### src/rtl/hazard_pkg.sv
// Shared types and constants for the hazard tracker: the pipeline slot record,
// stage indices and bit positions inside the RAW_hazards bus.
package hazard_pkg;

   localparam int RA_W   = 5;
   localparam int NSTAGE = 3;

   localparam int EX  = 0;
   localparam int MEM = 1;
   localparam int WB  = 2;

   localparam int RAW_RS1_EX  = 3;
   localparam int RAW_RS2_EX  = 2;
   localparam int RAW_RS1_MEM = 1;
   localparam int RAW_RS2_MEM = 0;

   typedef struct packed {
      logic            valid;
      logic [RA_W-1:0] rd;
      logic            rf_wb;
      logic            is_load;
   } slot_t;

   // x0 is hard-wired to zero, so an rd of 0 never produces a value worth forwarding
   function automatic logic is_writer(input slot_t s);
      return s.valid & s.rf_wb & (s.rd != '0);
   endfunction

endpackage

### src/rtl/raw_match.sv
// Compares one in-flight pipeline slot against one decode source register.
module raw_match
   import hazard_pkg::*;
(
   input  slot_t           slot_i,
   input  logic [RA_W-1:0] rs_i,
   output logic            match_o,
   output logic            match_load_o
);

   assign match_o      = is_writer(slot_i) & (slot_i.rd == rs_i);
   assign match_load_o = match_o & slot_i.is_load;

endmodule

### src/rtl/hazard_tracker.sv
// RAW hazard / load-use stall unit tracking the EX, MEM and WB slots of the pipeline.
// Optional performance counters are built when HAZARD_PERF_EN is defined.
module hazard_tracker
   import hazard_pkg::*;
#(
   parameter int REG_ADDR_W = 5,
   parameter int CNT_W      = 32
) (
   input  logic                  clk,
   input  logic                  rst,
   input  logic [REG_ADDR_W-1:0] dec_rs1,
   input  logic [REG_ADDR_W-1:0] dec_rs2,
   input  logic [REG_ADDR_W-1:0] dec_rd,
   input  logic                  dec_rf_wb,
   input  logic                  dec_mem_load,
   input  logic                  dec_valid,
   input  logic                  flush,
   output logic [3:0]            RAW_hazards,
   output logic [1:0]            RAW_mem_wb_hazards,
   output logic                  stall_dec,
`ifdef HAZARD_PERF_EN
   output logic [CNT_W-1:0]      stall_cycles,
   output logic [CNT_W-1:0]      fwd_events,
`endif
   output logic                  bubble_ex
);

   // The slot record is fixed-width, so the address width cannot be changed independently
   if (REG_ADDR_W != RA_W || CNT_W < 1) begin : g_bad_param
      $error("hazard_tracker: REG_ADDR_W must equal RA_W and CNT_W must be positive");
   end

   slot_t           slot_q [NSTAGE];
   slot_t           slot_d [NSTAGE];
   logic [RA_W-1:0] rs     [2];

   logic [NSTAGE-1:0] m_q  [2];
   logic [NSTAGE-1:0] ml_q [2];

   logic [1:0] ex_bit, mem_bit, load_use, load_wb_bit;

   assign rs[0] = dec_rs1;
   assign rs[1] = dec_rs2;

   for (genvar s = 0; s < 2; s++) begin : g_src
      for (genvar g = 0; g < NSTAGE; g++) begin : g_stage
         raw_match u_match (
            .slot_i       (slot_q[g]),
            .rs_i         (rs[s]),
            .match_o      (m_q[s][g]),
            .match_load_o (ml_q[s][g])
         );
      end

      assign ex_bit[s]      = m_q[s][EX]  & ~ml_q[s][EX];
      assign mem_bit[s]     = m_q[s][MEM] & ~ml_q[s][MEM];
      // A non-load EX producer shadows an older load in MEM, so forwarding from EX suffices
      assign load_use[s]    = ml_q[s][EX] | (ml_q[s][MEM] & ~ex_bit[s]);
      assign load_wb_bit[s] = ml_q[s][WB] & ~m_q[s][EX] & ~m_q[s][MEM];
   end

   always_comb begin
      RAW_hazards                     = '0;
      RAW_mem_wb_hazards              = '0;
      RAW_hazards[RAW_RS1_EX]         = dec_valid & ex_bit[0];
      RAW_hazards[RAW_RS2_EX]         = dec_valid & ex_bit[1];
      RAW_hazards[RAW_RS1_MEM]        = dec_valid & mem_bit[0];
      RAW_hazards[RAW_RS2_MEM]        = dec_valid & mem_bit[1];
      RAW_mem_wb_hazards[1]           = dec_valid & load_wb_bit[0];
      RAW_mem_wb_hazards[0]           = dec_valid & load_wb_bit[1];
      // Flush beats load-use: the dependent instruction is being killed anyway
      stall_dec = rst & dec_valid & ~flush & (|load_use);
      bubble_ex = rst & (stall_dec | flush);
   end

   always_comb begin
      slot_d[WB]          = slot_q[MEM];
      slot_d[MEM]         = slot_q[EX];
      slot_d[EX].valid    = dec_valid & ~bubble_ex;
      slot_d[EX].rd       = dec_rd;
      slot_d[EX].rf_wb    = dec_rf_wb;
      slot_d[EX].is_load  = dec_mem_load;
   end

   always_ff @(posedge clk or negedge rst) begin
      if (!rst) begin
         for (int i = 0; i < NSTAGE; i++) slot_q[i] <= '0;
      end else begin
         for (int i = 0; i < NSTAGE; i++) slot_q[i] <= slot_d[i];
      end
   end

`ifdef HAZARD_PERF_EN
   logic [CNT_W-1:0] stall_cycles_q, stall_cycles_d;
   logic [CNT_W-1:0] fwd_events_q, fwd_events_d;

   always_comb begin
      stall_cycles_d = stall_cycles_q + CNT_W'(stall_dec);
      fwd_events_d   = fwd_events_q + CNT_W'(|RAW_hazards);
   end

   always_ff @(posedge clk or negedge rst) begin
      if (!rst) begin
         stall_cycles_q <= '0;
         fwd_events_q   <= '0;
      end else begin
         stall_cycles_q <= stall_cycles_d;
         fwd_events_q   <= fwd_events_d;
      end
   end

   assign stall_cycles = stall_cycles_q;
   assign fwd_events   = fwd_events_q;
`endif

endmodule

### config.mk
export PLATFORM = sky130hd
export DESIGN_NAME = hazard_tracker
export DESIGN_NICKNAME = d
export VERILOG_FILES = /design/src/rtl/hazard_pkg.sv /design/src/rtl/raw_match.sv /design/src/rtl/hazard_tracker.sv
export SDC_FILE = /design/constraint.sdc
export NUM_CORES = 1
export LEC_CHECK = 0
export ABC_CLOCK_PERIOD_IN_PS = 2050
export BUFFER_PORTS_ARGS = -buffer_cell sky130_fd_sc_hd__buf_2
export CAP_MARGIN = 20
export CORE_MARGIN = 1
export CORE_UTILIZATION = 51
export CTS_CLUSTER_DIAMETER = 150
export DETAILED_ROUTE_END_ITERATION = 6
export PLACE_DENSITY = 0.85
export SETUP_SLACK_MARGIN = 0.5
export SLEW_MARGIN = 20
export SYNTH_ARGS = -nofsm -noshare
export SYNTH_HDL_FRONTEND = slang
export SYNTH_SLANG_ARGS = --single-unit
export TNS_END_PERCENT = 50
### constraint.sdc
create_clock -name clk -period 2.05 [get_ports clk]
set_input_delay 0.41 -clock clk [delete_from_list [all_inputs] [get_ports clk]]
set_output_delay 0.41 -clock clk [all_outputs]
set_load 0.05 [all_outputs]
# ---- After elaboration in Yosys (flattened, before gate mapping)
# Index checks and enable logic that the tools add are counted.
dict set report op_classes {
  n_addsub 0
  n_eq_ne 6
  div 0
  n_mul 0
  n_shift 0
  order_cmp 0
  bitwise_logic 54
  reduce_logical 4
  n_mux 0
}
# operator count
set ops {}
lappend ops {{1-bit bitwise AND} 39}
lappend ops {{5-bit equality test} 6}
lappend ops {{5-bit nonzero test} 3}
lappend ops {{1-bit NOT} 12}
lappend ops {{1-bit bitwise OR} 3}
lappend ops {{2-bit OR reduction} 1}
dict set report totals {
  input_bits 21
  romBits 0
  out_inout_bits 8
  wordCells 76
  n_memories 0
  ram_bits 0
  latch_bits 0
  ff_bits 24
}

# ---- Logic depth before layout (Yosys ltp)
# Gate-level depths: netlist of run 1.
dict set report logic_depth {
  depth_word 15
  mapped_depth 6
  depth_no_buf 6
}

# ---- Modules after synthesis
# A second synthesis of run 1 with hierarchy kept.
dict set report hier_totals {
  cells_unflattened 114
  hier_area_um2 1327.5
}
# mod n_inst area_per_inst_um2 cells_per_inst seq_area_each_um2
set by_module_without_submodules {}
lappend by_module_without_submodules {hazard_tracker 1 734.5 42 600.6}
lappend by_module_without_submodules {raw_match 6 98.8 12 0.0}

# ---- Least setup slack after synthesis of run 1
# No wires, ideal clock.
dict set report synth_path {
  path_kind {register -> output}
  from {reg, netlist name slot_d[2]}
  to {out stall_dec}
  stages_incl_launch_ff 7
  path_slack_ps -1178
  path_buffers 0
  arrival_ps 2818
  t_required_ps 1640
  path_cell_list {dfrtp_1 > xor2_1 > nor4_1 > nand4_1 > o22ai_2 > a22oi_1 > nor4bb_1}
}
dict set report synth_via {
  elab_chain_cells 8
  word_cells_on_any_way 14
  cone_classes {2 x eq/ne; 10 x bitwise; 2 x reduce/logical}
}
# item line_no
set synth_lines {}
lappend synth_lines {{5-bit nonzero test} hazard_pkg.sv:26} ;# return s.valid & s.rf_wb & (s.rd != '0);
lappend synth_lines {{1-bit bitwise AND} hazard_pkg.sv:26}
lappend synth_lines {{1-bit bitwise AND} raw_match.sv:11} ;# assign match_o = is_writer(slot_i) & (slot_i.rd == rs_i);
lappend synth_lines {{1-bit bitwise AND} raw_match.sv:12} ;# assign match_load_o = match_o & slot_i.is_load;
lappend synth_lines {{1-bit bitwise AND} hazard_tracker.sv:58} ;# assign load_use[s] = ml_q[s][EX] | (ml_q[s][MEM] & ~ex_bit[s]);
lappend synth_lines {{1-bit bitwise OR} hazard_tracker.sv:58}
lappend synth_lines {{2-bit OR reduction *} hazard_tracker.sv:72} ;# stall_dec = rst & dec_valid & ~flush & (|load_use);
lappend synth_lines {{1-bit bitwise AND *} hazard_tracker.sv:72}
lappend synth_lines {{end: declaration} hazard_tracker.sv:20} ;# output logic stall_dec,
# Every way passes the cells marked *; elsewhere a longest branch is shown, timed or not.

# ---- Worst setup path after layout of run 1
dict set report layout_path {
  from {reg, netlist name slot_d[2]}
  to {out stall_dec}
}
dict set report layout_via {
  elab_chain_cells 8
  word_cells_on_any_way 14
  cone_classes {2 x eq/ne; 10 x bitwise; 2 x reduce/logical}
}
# item line_no
set layout_lines {}
lappend layout_lines {{5-bit nonzero test} hazard_pkg.sv:26}
lappend layout_lines {{1-bit bitwise AND} hazard_pkg.sv:26}
lappend layout_lines {{1-bit bitwise AND} raw_match.sv:11}
lappend layout_lines {{1-bit bitwise AND} raw_match.sv:12}
lappend layout_lines {{1-bit bitwise AND} hazard_tracker.sv:58}
lappend layout_lines {{1-bit bitwise OR} hazard_tracker.sv:58}
lappend layout_lines {{2-bit OR reduction *} hazard_tracker.sv:72}
lappend layout_lines {{1-bit bitwise AND *} hazard_tracker.sv:72}
# Marked as above.

==> results.md, run 1 <==
- Max cap viols: 0
- I/O pin cnt: 29
- Hold Vio Cnt, Final: 0
- Drc violations: 0
- Clock Sinks: 24
- FILL cells: 106
- Final min period: 2.721 ns
- Post-synthesis cell area: 1129 sq um
- Leading area contributor after synthesis: dfrtp_1
- Adder-cell share of the synthesized area: 0%
- Cell count after synthesis: 100
- Count leader, synth: dfrtp_1
- Avg WL per Cell: 18.37 microns
- Setup ws final: -0.6707 ns
- Yosys cell types: 21
- Post-synthesis net count: 121
- Slowest cell on the critical path: dfrtp_1
- Sequential area share after synthesis: 53.22%
- Die area: 2405 sq um
- Required @ worst endpoint: 1.64 ns
- Vias in the first global route: 1095
- Synth top cells by count: dfrtp_1 (24), xor2_1 (20), nor2_1 (10), xnor2_1 (10), nand2_1 (6)
- Synth warn: 0
- Die X: 49.04 microns
- Cell Area, Placed: 1516 sq um
- Reg2reg start: slot_d[14]
- Yosys top cell area share: 53.22%
- Maximum buffer depth of the clock tree: 2
- Failing checks: negative setup slack
- Clock Tree Root: clkbuf_4
- GR Util All Layers: 28.45%
- Pre-antenna DRT Iters: 4
- Detailed-route via count: 1047
- Die Ht: 49.04 microns
- Most used DFF post-synth: dfrtp_1
- Share of cells above drive strength 1: 49.69%
- Compound-Gate Fraction of Synth Area: 5.322%
- Detail Placement HPWL: 2.170 mm
- Buf/Inv on CP: 1
- CP peak stage delay: 0.42 ns
- H-tree depth: 1
- ANT nets after route: 0
- GPL Wtd Cong: 0.8884
- Clk_lat worst skew: 0.31 ns
- Vias/cell: 5.629
- Post-synth EDFFs: 0
- First-pass GRT wire length: 4.968 mm
- Multiplexer area fraction after synthesis: 0%
- CTS tree: done
- Clk slew on worst S/H paths: 0.12 ns
- Post-synth ARST share: 100.0%
- Number of synthesized register bits: 24
- Worst Skew: 0.004814 ns
- DRT Wirelength: 3.416 mm
- CTS buffer count: 3
- # setup viols final: 9
- Relative slew slack: 75.60%
- P&R area growth vs syn: 51.22%
- Startpoint Class: register
- Buffers on Ports: 28
- Largest fanout on the critical path: 2
- Xor and xnor area share after synthesis: 23.28%
- CP Capture Type: output pin
- Setup slack, reg-to-reg: -0.06 ns
- Core area: 2022 sq um
- Post-Synth Simple-Gate Area: 18.18%
- CP Class: reg2out
- Leakage power: 0.0007728 uW
- CP Cell Sequence: xor2_1 -> nor4_2 -> nand4_1 -> o22ai_2 -> a22oi_2 -> nor4bb_4 -> buf_6
- Worst Hold Slack: 0.1536 ns
- Ranking of synthesized cells by area: dfrtp_1 (53%), xor2_1 (16%), xnor2_1 (7.8%), nor2_1 (3.3%), nand3_1 (2.2%)
- Capturing point of the worst reg2reg path: slot_d[15]
- Worst hold path class: in2async
- R2R depth: 8
- Final Cell Area: 1707 sq um
- Largest net degree at the start of global routing: 24
- Max-slew violations: 0
- Status: finished with violations
- Layout Nets: 182
- Worst VDD drop: 0.4599 mV
- Unrepaired setup endpoints after global routing: true
- GR Overflow Total: 0
- Dpl cells: 178
- # rows: 16
- Pwr Total: 901.0 uW
- Cell Pwr Density: 527.9 nW/um^2
- CP delay by family, top: simple AND/OR/NAND/NOR gates
- ANT cells: 0
- Final non-filler cell total: 186
- Syn avg cell area: 11.29 sq um
- Arrival @ worst endpoint: 2.31 ns
- Initial Utilization: 55.82%
- Fin crit share: 132.7%
- Largest family of logic cells by synthesized area: XOR/XNOR gates
- Fmax: 367.6 MHz
- Slew @ Worst Pin: 0.3643 ns
- Initial antenna violation count: 0
- Iter 0 DRT Violations: 24
==> cell type report <==
class / count / area [sq um] / area share (%)
clock buffer: 3 / 22.52 / 1.320
tap: 27 / 33.78 / 1.979
timing repair buffer: 56 / 406.6 / 23.83
multi-input combinational: 76 / 643.1 / 37.68
sequential: 24 / 600.6 / 35.19
==> worst max-delay path by stage <==
| stage | start | end | slack, ns | cells after the start |
|---|---|---|---|---|
| after floorplan | slot_d[2] | stall_dec | -0.34 | 6 |
| after global placement | dec_rs1[0] | stall_dec | -0.36 | 8 |
| after detailed placement | dec_rs2[3] | stall_dec | -0.45 | 8 |
| after CTS | slot_d[2] | stall_dec | -0.49 | 7 |
| after global routing | slot_d[2] | stall_dec | -0.76 | 7 |
| final | slot_d[2] | stall_dec | -0.67 | 7 |
==> flip-flops by register name, indices dropped and copies added, names as in the netlist <==
register and count:
slot_d 16, slot_q 8
==> layer usage <==
layer  global-route usage (%)  vias to the layer above  wire, microns
met5                        0                        -              0
met4                    13.24                        0             79
met2                    50.69                       47           1814
met1                    33.68                      522           1396
met3                    4.050                       11            125
li1                         -                      467              -
==> metrics by stage <==
stage	util, %	setup TNS, ns	setup WS (ns)
3_5_place_dp	75.00	-1.275	-0.4533
4_1_cts	80.88	-2.179	-0.4924
3_3_place_gp	75.00	-0.7685	-0.3601
2_1_floorplan	-	-0.4039	-0.3377
6_report	84.41	-3.071	-0.6707
5_1_grt	84.41	-3.776	-0.7633
==> kinds of logic (layout without fill, tap and decap cells) <==
| logic type | count (synthesis) | in the layout |
|---|---|---|
| buf+inv | 0 | 59 |
| flops | 24 | 24 |
| compound gates | 7 | 7 |
| xor+xnor | 30 | 30 |
| simple gates | 39 | 39 |
==> power breakdown <==
part,switching [uW],internal (uW)
logic,95.5,83.6
registers,24.9,498
clock network,130,68.7
total,251,650
==> placed cells by master, fill, tap and decap left out, drive strengths merged <==
cell,Yosys,layout
buf,0,55
dfrtp,24,24
xor2,20,20
xnor2,10,10
nor2,10,10
nand2,6,6
nor4,5,5
nand3,5,5
nand4,4,4
nor3,4,4
clkbuf,0,3
nand2b,2,2
a21boi,2,2
and4,1,1
a21oi,1,1
and3,1,1
o22ai,1,1
a22oi,1,1
nor4bb,1,1
a31oi,1,1
a221o,1,1
dlygate4sd3,0,1
==> repair_timing <==
action                     4_1_cts  5_1_grt
setup endpoints to repair        9        9
hold endpoints to repair         1        0
setup buffers                    3        1
hold buffers                     1        0
pin swaps                        6        4
gates resized for setup         19       16
Power figures use the tool's default switching activity.
==> inputs of run 2 (changes only) <==
--- a/config.mk
+++ b/config.mk
@@ -5,7 +5,7 @@
 export SDC_FILE = /design/constraint.sdc
 export NUM_CORES = 1
 export LEC_CHECK = 0
-export ABC_CLOCK_PERIOD_IN_PS = 2050
+export ABC_CLOCK_PERIOD_IN_PS = 3100
 export BUFFER_PORTS_ARGS = -buffer_cell sky130_fd_sc_hd__buf_2
 export CAP_MARGIN = 20
 export CORE_MARGIN = 1
@@ -13,6 +13,7 @@
 export CTS_CLUSTER_DIAMETER = 150
 export DETAILED_ROUTE_END_ITERATION = 6
 export PLACE_DENSITY = 0.85
+export REMOVE_ABC_BUFFERS = 1
 export SETUP_SLACK_MARGIN = 0.5
 export SLEW_MARGIN = 20
 export SYNTH_ARGS = -nofsm -noshare
==> constraint.sdc (replaced) <==
create_clock -name clk -period 3.1 [get_ports clk]
set_input_delay 0.62 -clock clk [delete_from_list [all_inputs] [get_ports clk]]
set_output_delay 0.62 -clock clk [all_outputs]
set_load 0.05 [all_outputs]
==> run 2 against run 1 <==
Largest cell class is now registers. Count of clock-buffer cells in the layout unchanged. Clock power increased by 14%. Register-to-register slack improved by 1.1 ns. The run now ends clean. Flip-flop and latch count did not move. Hold slack improved by 0.15 ns. Largest power group unchanged. Worst setup slack better by 0.78 ns.
==> results.md, run 2 (synthesized netlist as in run 1, its figures left out) <==
- Fmax: 334.7 MHz
- Cell Area, Placed: 1310 sq um (-14%)
- Dpl cells: 156 (-12%)
- GPL Wtd Cong: 0.9037 (+1.7%)
- CTS buffer count: 3 (unchanged)
- Cell Pwr Density: 456.7 nW/um^2 (-13%)
- Leading cell types in the layout, fill and taps excluded: buf_2 (25), dfrtp_1 (21), xor2_1 (20), nor2_1 (10), xnor2_1 (10)
- Maximum buffer depth of the clock tree: 2 (unchanged)
- Layout Nets: 161 (-12%)
- Max reg flops: 16 (unchanged)
- Avg WL per Cell: 16.77 microns (-8.7%)
- Iter 0 DRT Violations: 17 (-29%)
- GR Overflow Total: 0 (unchanged)
- Initial Utilization: 55.82% (unchanged)
- Required @ worst endpoint: 2.48 ns (+0.84 ns)
- P&R area growth vs syn: 28.82%
- Status: finished, final reports clean
- Final min period: 2.988 ns
- Max cap viols: 0 (unchanged)
- Switching portion of total power: 24.61% (-3.2 points)
- Clock power share: 34.2% (+12 points)
- Clock Tree Root: clkbuf_4
- Clk_lat worst skew: 0.33 ns (+0.02 ns)
- Worst VDD drop: 0.3576 mV (-22%)
- Drc violations: 0 (unchanged)
- Internal power: 500.6 uW (-23%)
- Final core utilization: 71.91% (-13 points)
- Leakage power: 0.0006534 uW (-15%)
- CP Class: in2out
- Post-cts hold buffer count: 0 (-1)
- Max-slew violations: 0 (unchanged)
- # setup viols final: 0 (-9)
- CP Capture Type: output pin
- Slew @ Worst Pin: 0.3799 ns (+0.01553 ns)
- GR Util All Layers: 26.57% (-1.9 points)
- Largest net degree at the start of global routing: 26 (+8.3%)
- # rows: 16 (unchanged)
- Buffers on Ports: 28 (unchanged)
- Capturing point of the worst reg2reg path: slot_d[15]
- Vias/cell: 5.620 (-0.15%)
- Die area: 2405 sq um (unchanged)
- Fin crit share: 96.39%
- R2R depth: 7 (-1)
- Largest fanout on the critical path: 3 (+1)
- Commonest non-fill, non-tap cell in the layout: buf_2
- CP Launch Point: dec_rs2[4]
- Pre-antenna DRT Iters: 4 (unchanged)
- Startpoint Class: input port
- Vias in the first global route: 991 (-9.5%)
- Sequential share of power: 52.2% (-5.8 points)
- Detailed-route via count: 933 (-11%)
- Crit path to: stall_dec
- Clock Sinks: 24 (unchanged)
- Clk slew on worst S/H paths: 0.13 ns (about the same)
- First-pass GRT wire length: 4.623 mm (-6.9%)
- Setup slack, reg-to-reg: 1.06 ns (+1.12 ns)
- Detail Placement HPWL: 1.904 mm (-12%)
- Die Ht: 49.04 microns (unchanged)
- Worst Skew: 0.01009 ns (+0.005279 ns)
- Hold Vio Cnt, Final: 0 (unchanged)
- Reg2reg start: slot_d[12]
- Share of cells above drive strength 1: 36.69% (-13 points)
- Die X: 49.04 microns (unchanged)
- ANT cells: 0 (unchanged)
- Initial antenna violation count: 0 (unchanged)
- Relative slew slack: 74.44% (-1.2 points)
- Sw Pwr: 163.4 uW (-35%)
- Combinational power share: 13.5% (-6.4 points)
- CTS tree: done
- Core area: 2022 sq um (unchanged)
- DRT Wirelength: 2.783 mm (-19%)
- ANT nets after route: 0 (unchanged)
- Final non-filler cell total: 166 (-11%)
- I/O pin cnt: 29 (unchanged)
- Worst hold path class: in2async
- H-tree depth: 1 (unchanged)
- Arrival @ worst endpoint: 2.37 ns (+0.06 ns)
- Unrepaired setup endpoints after global routing: true
- Final Cell Area: 1454 sq um (-15%)
[run 2: cell types whose count changed in the layout (fill, tap and decap cells not counted), moves of 3 or more]
cell / delta
nor2_1: +5
buf_2: +5
dfrtp_2: +3
buf_6: -8
nor2_2: -3
dfrtp_1: -3
buf_4: -17
[run 2: worst min-delay path by stage]
stage               startpoint        end  slack (ns)  depth (start not counted)
global route               rst  slot_q[3]        0.32                          2
finish                     rst  slot_d[0]        0.30                          2
detailed placement   slot_d[9]  slot_d[1]        0.36                          0
CTS                        rst  slot_d[2]        0.31                          2
global placement     slot_d[7]  slot_q[7]        0.36                          0
floorplan                  rst  slot_d[0]        0.32                          0
[run 2: stage by stage]
stage / total power [uW] / hold slack (ns) / worst slack, ns / setup TNS [ns]
6_report: 664.0 / 0.3009 / 0.1120 / 0
5_1_grt: 689.1 / 0.3227 / -0.03422 / -0.04236
4_1_cts: 659.3 / 0.3091 / 0.1769 / 0
3_5_place_dp: 431.1 / 0.3632 / 0.1037 / 0
3_3_place_gp: 426.5 / 0.3619 / 0.2580 / 0
2_1_floorplan: 391.5 / 0.3244 / -0.5270 / -0.6138
[run 2: final cells by class]
type | count | area (sq um)
Fill cell | 145 | 568.0
Clock buffer | 3 | 22.52
Tap cell | 27 | 33.78
Multi-Input combinational cell | 76 | 559.3
Clock inverter | 1 | 30.03
Sequential cell | 24 | 604.3
Timing Repair Buffer | 35 | 203.9
[run 2: timing repair]
| action | CTS | global route |
|---|---|---|
| pin swaps | 6 | 8 |
| setup endpoints to repair | 2 | 7 |
| buffers inserted | 5 | 1 |
| gates resized for setup | 5 | 10 |
[run 2: critical path, cell delays in order]
cell	delay (ns)
buf_2	0.13
xor2_1	0.17
nor4_1	0.38
nand3_2	0.19
o22ai_2	0.16
a22oi_2	0.12
nor4bb_2	0.33
buf_4	0.26
[run 2: per-layer routing]
metal / GRT usage, % / part of all wire (%) / up-vias / routed length (microns)
met1: 31.20 / 42 / 460 / 1160
met4: 14.71 / 3.7 / 0 / 103
met5: 0 / 0 / - / 0
met2: 46.76 / 50 / 38 / 1394
li1: - / - / 424 / -
met3: 3.427 / 4.5 / 11 / 125
[run 2: power by group through the flow]
stage | registers [uW] | clock network [uW] | logic, uW
6_report | 347 | 227 | 89.7
5_1_grt | 349 | 242 | 97.8
4_1_cts | 347 | 229 | 83.8
3_5_place_dp | 353 | 0 | 78.1
3_3_place_gp | 351 | 0 | 75.1
2_1_floorplan | 349 | 0 | 42.9
